==> src/rtl/fib_arbiter_pkg.sv <==
// Shared types and defaults for the fib channel arbiter and its round-robin picker.
package fib_arbiter_pkg;

  typedef enum logic [1:0] {
    ST_IDLE   = 2'd0,
    ST_PARAM  = 2'd1,
    ST_RESULT = 2'd2
  } arb_state_e;

  localparam int DEFAULT_DATA_WIDTH = 32;
  localparam int DEFAULT_CNT_WIDTH  = 16;

  // Index width for an N-entry pointer; never zero so single-bit ports stay legal.
  function automatic int ptr_width(input int n);
    return (n > 1) ? $clog2(n) : 1;
  endfunction

endpackage

==> src/rtl/fib_arbiter_rr_pick.sv <==
// Cyclic first-set-bit finder: returns the first request at or after ptr, wrapping.
module rr_pick
  import fib_arbiter_pkg::*;
#(
  parameter int N  = 4,
  parameter int PW = ptr_width(N)
) (
  input  logic [N-1:0]  req,
  input  logic [PW-1:0] ptr,
  output logic [N-1:0]  pick,
  output logic          any
);

  logic [N-1:0] mask_hi;
  logic [N-1:0] req_hi;
  logic [N-1:0] low_hi;
  logic [N-1:0] low_all;

  always_comb begin
    mask_hi = '0;
    for (int i = 0; i < N; i++) begin
      mask_hi[i] = (PW'(i) >= ptr);
    end
  end

  // Prefer the lowest request at or above ptr; otherwise wrap to the lowest overall.
  assign req_hi  = req & mask_hi;
  assign low_hi  = req_hi & (~req_hi + N'(1));
  assign low_all = req & (~req + N'(1));
  assign pick    = (|req_hi) ? low_hi : low_all;
  assign any     = |req;

endmodule

==> src/rtl/fib_arbiter.sv <==
// Round-robin arbiter serialising whole param/result transactions from NUM_REQ
// requesters onto a single fib core; counts completed transactions.
//
//   state     | meaning
//   ----------+-----------------------------------------------------------
//   ST_IDLE   | no owner; pick next requester at or after ptr
//   ST_PARAM  | owner g's param channel is wired through to fib
//   ST_RESULT | fib result channel is wired through to owner g
module fib_arbiter
  import fib_arbiter_pkg::*;
#(
  parameter int NUM_REQ    = 4,
  parameter int DATA_WIDTH = DEFAULT_DATA_WIDTH,
  parameter int CNT_WIDTH  = DEFAULT_CNT_WIDTH
) (
  input  logic                          clk,
  input  logic                          rst,
  input  logic [NUM_REQ*DATA_WIDTH-1:0] req_param_data,
  input  logic [NUM_REQ-1:0]            req_param_en,
  output logic [NUM_REQ-1:0]            req_param_ack,
  output logic [DATA_WIDTH-1:0]         req_result_data,
  output logic [NUM_REQ-1:0]            req_result_en,
  input  logic [NUM_REQ-1:0]            req_result_ack,
  output logic [DATA_WIDTH-1:0]         fib_param_data,
  output logic                          fib_param_en,
  input  logic                          fib_param_ack,
  input  logic [DATA_WIDTH-1:0]         fib_result_data,
  input  logic                          fib_result_en,
  output logic                          fib_result_ack,
  output logic [NUM_REQ-1:0]            grant,
  output logic [CNT_WIDTH-1:0]          done_count
);

  localparam int PW = ptr_width(NUM_REQ);

  arb_state_e state;
  arb_state_e state_nxt;

  logic [PW-1:0]         g;
  logic [PW-1:0]         ptr;
  logic [PW-1:0]         g_inc;
  logic [PW-1:0]         pick_idx;
  logic [NUM_REQ-1:0]    pick_oh;
  logic                  pick_any;
  logic                  withdraw;
  logic                  param_xfer;
  logic                  result_xfer;
  logic [DATA_WIDTH-1:0] param_slice [NUM_REQ];

  rr_pick #(
    .N  (NUM_REQ),
    .PW (PW)
  ) u_rr_pick (
    .req  (req_param_en),
    .ptr  (ptr),
    .pick (pick_oh),
    .any  (pick_any)
  );

  always_comb begin
    pick_idx = '0;
    for (int i = 0; i < NUM_REQ; i++) begin
      if (pick_oh[i]) pick_idx = PW'(i);
    end
  end

  always_comb begin
    for (int i = 0; i < NUM_REQ; i++) begin
      param_slice[i] = req_param_data[i*DATA_WIDTH +: DATA_WIDTH];
    end
  end

  assign g_inc = (g == PW'(NUM_REQ - 1)) ? '0 : g + PW'(1);

  // A dropped param_en while owning the channel abandons the transaction.
  assign withdraw    = (state == ST_PARAM) && !req_param_en[g];
  assign param_xfer  = (state == ST_PARAM) && req_param_en[g] && fib_param_ack;
  assign result_xfer = (state == ST_RESULT) && fib_result_en && req_result_ack[g];

  always_ff @(posedge clk) begin
    if (rst) state <= ST_IDLE;
    else     state <= state_nxt;
  end

  always_comb begin
    state_nxt = state;
    case (state)
      ST_IDLE: begin
        if (pick_any) state_nxt = ST_PARAM;
      end
      ST_PARAM: begin
        if (withdraw)        state_nxt = ST_IDLE;
        else if (param_xfer) state_nxt = ST_RESULT;
      end
      ST_RESULT: begin
        if (result_xfer) state_nxt = ST_IDLE;
      end
      default: state_nxt = ST_IDLE;
    endcase
  end

  always_comb begin
    fib_param_en    = 1'b0;
    fib_param_data  = '0;
    req_param_ack   = '0;
    req_result_en   = '0;
    req_result_data = '0;
    fib_result_ack  = 1'b0;
    case (state)
      ST_PARAM: begin
        fib_param_en     = req_param_en[g];
        fib_param_data   = param_slice[g];
        req_param_ack[g] = fib_param_ack;
      end
      ST_RESULT: begin
        req_result_en[g] = fib_result_en;
        req_result_data  = fib_result_data;
        fib_result_ack   = req_result_ack[g];
      end
      default: ;
    endcase
  end

  // Owner, rotation pointer and completion counter.
  always_ff @(posedge clk) begin
    if (rst) begin
      g          <= '0;
      ptr        <= '0;
      grant      <= '0;
      done_count <= '0;
    end else begin
      if ((state == ST_IDLE) && pick_any) begin
        g     <= pick_idx;
        grant <= pick_oh;
      end else if (withdraw || result_xfer) begin
        grant <= '0;
        ptr   <= g_inc;
      end
      if (result_xfer) done_count <= done_count + CNT_WIDTH'(1);
    end
  end

endmodule

==> config.mk <==
export PLATFORM = sky130hd
export DESIGN_NAME = fib_arbiter
export DESIGN_NICKNAME = d
export VERILOG_FILES = /design/src/rtl/fib_arbiter_pkg.sv /design/src/rtl/fib_arbiter_rr_pick.sv /design/src/rtl/fib_arbiter.sv
export SDC_FILE = /design/constraint.sdc
export NUM_CORES = 1
export LEC_CHECK = 0
export BUFFER_PORTS_ARGS = -buffer_cell sky130_fd_sc_hd__buf_2
export CORE_AREA = 5 5 99 101
export CTS_CLUSTER_DIAMETER = 80
export DETAILED_ROUTE_END_ITERATION = 8
export DIE_AREA = 0 0 104 106
export PLACE_DENSITY = 0.7
export SYNTH_ARGS = -nofsm -noshare
export SYNTH_HDL_FRONTEND = slang
export SYNTH_HIERARCHICAL = 1
export SYNTH_SLANG_ARGS = --single-unit
==> constraint.sdc <==
create_clock -name clk -period 2.5 [get_ports clk]
set_clock_uncertainty 0.05 [all_clocks]
set_input_delay 0.125 -clock clk [delete_from_list [all_inputs] [get_ports clk]]
set_output_delay 0.125 -clock clk [all_outputs]
set_load 0.02 [all_outputs]
# Word-level counts from Yosys, hierarchy flattened
# Index checks and enable logic that the tools add are counted.
[totals]
register_bits = 26
ramBits = 0
latch_bits = 0
memories = 0
in_bits = 172
elab_cells = 73
mem_bits_ro = 0
out_inout_bits = 94
[op_classes]
bitwise = 9
mux = 27
multipliers = 0
add_sub_neg = 4
div_mod_pow = 0
eq_ne = 6
reduce_logical = 15
order_cmp = 7
shift = 0
[op_table]
columns = ["op", "count"]
rows = [
  ["$mux 32", 4],
  ["$bmux 32 s2", 1],
  ["$and 4x4->4", 5],
  ["$mux 4", 5],
  ["$add 16x1->16 const B", 1],
  ["$mux 2", 7],
  ["$add 4x1->4 const B", 2],
  ["$not 4->4", 2],
  ["$reduce_or 4->1", 2],
  ["$logic_and 1x1->1", 7],
  ["$mux 1", 6],
  ["$pmux 2 s3", 1],
  ["$bmux 1 s2", 2],
  ["$eq 2x2->1 const B", 2],
  ["$ge 1x2->1 const A", 2],
  ["$ge 2x2->1 const A", 2],
  ["$ne 2x2->1 const B", 2],
  ["$ge 3x3->1 const B", 1],
  ["$lt 2x3->1 const B", 1],
  ["$ne 3x3->1 const B", 1],
  ["$not 2->3", 1],
  ["$reduce_and 3->1", 1],
  ["$add 2x1->2 const B", 1],
  ["$demux 1 s2", 1],
  ["8 further kinds", 8],
]

# Longest topological paths before layout
[logic_depth]
depth_word = 9
ltp_mapped = 6
mapped_depth_nobuf = 6

# Cells and area by module
# Netlist, hierarchy kept.
[modules_own_cells]
columns = ["module", "seq_area_each_um2", "cells_each", "area_each_um2", "instances"]
rows = [
  ["fib_arbiter", 520.5, 261, 2522.4, 1],
  ["rr_pick", 0.0, 18, 121.4, 1],
]

# Least setup slack after synthesis
# No wires, ideal clock.
[synth_path]
kind = "reg2reg"
from = "register g[0]"
to = "register grant[2]"
required_ps = 2380
setup_time_ps = 70
path_buffers = 1
path_stages_with_launch = 6
arrival_ps = 1692
slack_ps = 687
path_cell_list = "dfxtp_1 > buf_6 > mux4_2 > o2bb2ai_2 > or3b_1 > a21oi_1"
[synth_between]
elab_chain_cells = 6
elab_cells_between_ends = 9
cone_classes = "4 x mux; 5 x reduce/logical"
[synth_lines]
columns = ["element", "line_no", "source"]
rows = [
  ["from (decl)", "fib_arbiter.sv:39", "logic [PW-1:0] g;"],
  ["from (signal assigned)", "fib_arbiter.sv:133", "g <= pick_idx;"],
  ["$bmux 1 s2", "fib_arbiter.sv:76", "assign withdraw = (state == ST_PARAM) && !req_param_en[g];"],
  ["$mux 1 (implied by the code)", "fib_arbiter.sv:76", ""],
  ["$logic_not 1->1", "fib_arbiter.sv:76", ""],
  ["$logic_and 1x1->1", "fib_arbiter.sv:76", ""],
  ["$logic_or 1x1->1 *", "fib_arbiter.sv:135", "end else if (withdraw || result_xfer) begin"],
  ["$reduce_bool 2->1 (no source line) *", "n/a", ""],
  ["to (signal assigned)", "fib_arbiter.sv:134", "grant <= pick_oh;"],
  ["to (decl)", "fib_arbiter.sv:30", "output logic [NUM_REQ-1:0] grant,"],
]
# Every way passes the cells marked *; elsewhere a longest branch is shown, timed or not. The select of a mux whose other input is x is not followed.
# A chain may end at the register's enable or synchronous reset.

# Worst setup path in the final report
[layout_path]
from = "register g[0]"
to = "output fib_param_data[24]"
[layout_between]
elab_chain_cells = 5
[layout_lines]
columns = ["element", "line_no", "source"]
rows = [
  ["$not 2->3 (implied by the code)", "fib_arbiter.sv:112", "fib_param_data = param_slice[g];"],
  ["$bmux 32 s2", "fib_arbiter.sv:112", ""],
  ["$mux 32 (implied by the code) (2 in series)", "fib_arbiter.sv:112", ""],
  ["$mux 32", "fib_arbiter.sv:109", "case (state)"],
  ["to (decl)", "fib_arbiter.sv:24", "output logic [DATA_WIDTH-1:0] fib_param_data,"],
]
# No other way between the ends. The select of a mux whose other input is x is not followed.

==> impl_metrics.yaml <==
floorplanning:
  rows: 35
  fp.coreArea_mm2: 0.00893
  dieArea_mm2: 0.0110
  initial_utilization: 0.296
  io_pins: 266
  chipHeight_um: 106
  floorplan.die.width_um: 104
routing:
  drt_iter0_drc: 161
  drcViolationCount: 0
  drt-wirelength-per-cell_um: 17.5
  via_per_inst: 4.93
  vias: 3176
  wl_mm: 11.3
  drtAntennaViolNets: 0
  dr.pass1.iters: 4
timing:
  tns_ns: 0
  period_minus_slack_ns: 2.15
  rsz0062_at_grt: "false"
  hold_viol: 0
  finalSetupViolCount: 0
  max_freq_mhz: 465
  min_period_over_period: 0.859
  timing.final.ws_setup_ns: 0.351
  hold_ws_ns: 0.154
  worstMarginPinSlew_ns: 0.540
  drv_slew: 0
  max-slew-margin-rel: 0.640
cts:
  hold_buffers: 0
  cts.path.max_buffers: 2
  cts_root_buf: "clkbuf_8"
  cts_buffers: 3
  cts.sink_count: 26
  htreeDepth: 1
  cts.repair.resized: 0
  cts_setup_buffers: 0
  cts_tree: "yes"
  clk_pin_slew_ns: 0.09
  insertion_delay_ns: 0.27
synthesis:
  ys_types: 39
  synth_compound_area_frac: 0.0880
  synth_fa_ha_area_frac: 0.0237
  avgSynthCellArea_um2: 9.48
  seq_area_frac_synth: 0.197
  syn_inst: 279
  netlist_area_mm2: 0.00264
  ys_warn_count: 6
  synth_edf_count: 0
  synth-simple-area-share: 0.319
  synth_top_family_by_area: "simple AND/OR/NAND/NOR gates"
  synth-async-reset-ratio: 0
  synth-xor-area-share: 0.0265
  syn_nets: 456
  synth_top_flop_cell: "dfxtp_1"
  ys_ff_latch: 26
  synth_mux_area_frac: 0.297
place:
  gp_congestion: 0.899
  port_buffers: 265
  place_hpwl_mm: 9.50
  dpl_worst_slack_ns: 0.575
grt:
  grt_overflow: 0
  grt_pass1_wl_mm: 17.6
  grt_max_degree: 38
  grt_antenna_before_repair: 1
  grt_pass1_vias: 3340
  grt_usage: 0.193
power:
  clockPowerShare: 0.169
  fin_total_pwr_uw: 1620
  powerDensity_mw_per_mm2: 394
  p_seq_frac: 0.287
  ir_drop_mv: 0.298
  power_frac_comb: 0.544
  p_leak_uw: 0.00215
  p_sw_frac: 0.373
  p_int_uw: 1020
  p_sw_uw: 604
worst_setup_path:
  critPathKind: "reg2out"
  crit_fanout: 26
  start_kind: "flop"
  crit_path_end_kind: "output pin"
  crit_required_ns: 2.33
  worstPathArrival_ns: 1.97
final_layout:
  fin_util: 0.461
  syn2layout_area_growth_pct: 55.7
  drive_above_1_share: 0.603
  fin_nets: 710
status:
  outcome: "complete, no violations"
worst_hold_path:
  min_path_type: "in2reg"
job:
  maxCapViolCount: 0
## state kept, by name, indices dropped and copies added, names as in the netlist
name        flops
done_count     16
g               2
grant           4
ptr             2
state           2
## cell type report
type	count	area [um^2]
Inverter	7	26.3
Multi-Input combinational cell	224	2000
Sequential cell	26	523
Tap cell	111	139
Timing Repair Buffer	271	1370
Clock buffer	4	55.1
Antenna cell	1	2.50
Fill cell	897	4820
## cells by family after synthesis
group | after synthesis
xor gates and xnor gates | 8
muxes | 36
adders and majority gates | 5
DFF | 26
buffers and inverters | 29
AOI/OAI and AO/OA | 36
and+or+nand+nor | 139
## cells in the mapped netlist (all sizes together), types with 2 or more instances
cell    number  area share
xor2         8       0.027
and2        72        0.17
dfxtp       26        0.20
a211oi       3      0.0085
or4          2      0.0057
nand2       10       0.014
nand2b       2      0.0047
ha           5       0.024
a21o         3      0.0095
nor2        16       0.023
and3         7       0.017
o21a         2      0.0057
nand4        8       0.027
nor2b        2      0.0047
or3          6       0.014
inv          7      0.0099
mux2i        2      0.0076
o21ai        6       0.011
nand3        5      0.0095
clkbuf      14       0.020
a21oi       17       0.032
buf          8       0.019
and4         2      0.0066
mux4        34        0.29
or3b         4       0.013
## final timing paths
check                                   start                          end  slack, ns  cells after the start
hold / removal                  fib_param_ack        state[1]$_SDFFE_PP0P_       0.15                      3
setup reg to reg        state[1]$_SDFFE_PP0P_  done_count[15]$_SDFFE_PP0P_       0.55                      4
setup / recovery            g[0]$_SDFFE_PP0P_           fib_param_data[24]       0.35                      4
hold reg to reg   done_count[15]$_SDFFE_PP0P_  done_count[15]$_SDFFE_PP0P_       0.43                      2
## per-layer routing
| metal | global-route usage | up-vias | part of all wire |
|---|---|---|---|
| met3 | 0.0577 | 20 | 0.085 |
| met2 | 0.338 | 148 | 0.51 |
| met5 | 0 | - | 0 |
| li1 | - | 1522 | - |
| met4 | 0.0518 | 0 | 0.026 |
| met1 | 0.231 | 1486 | 0.38 |
## layout by cell type (no fill, tap or decap), drive strengths merged, types with 3 or more instances in the layout
cell type	instances
and2	72
nand4	8
clkbuf	4
nand3	5
a21o	3
dfxtp	26
a211oi	3
or3b	4
or3	6
buf	271
nand2	10
and3	7
inv	7
ha	5
nor2	16
o21ai	6
mux4	34
a21oi	17
xor2	8
## per-stage QoR
stage | cells | area [um^2]
2_1_floorplan | 279 | 2640
3_3_place_gp | 639 | 4060
3_5_place_dp | 639 | 4060
4_1_cts | 643 | 4110
5_1_grt | 644 | 4120
6_report | 644 | 4120
## power by group through the flow
stage          clock [uW]  sequential, uW  combinational (uW)
3_5_place_dp            0             475                 886
2_1_floorplan           0             463                 591
3_3_place_gp            0             473                 873
6_report              273             466                 882
4_1_cts               288             466                 890
5_1_grt               300             470                 967
## worst max-delay path: stages (launching register included)
cell and delay (ns):
dfxtp_2 0.39, buf_4 0.42, mux4_2 0.56, and2_1 0.16, buf_2 0.15
Power figures use the tool's default switching activity.
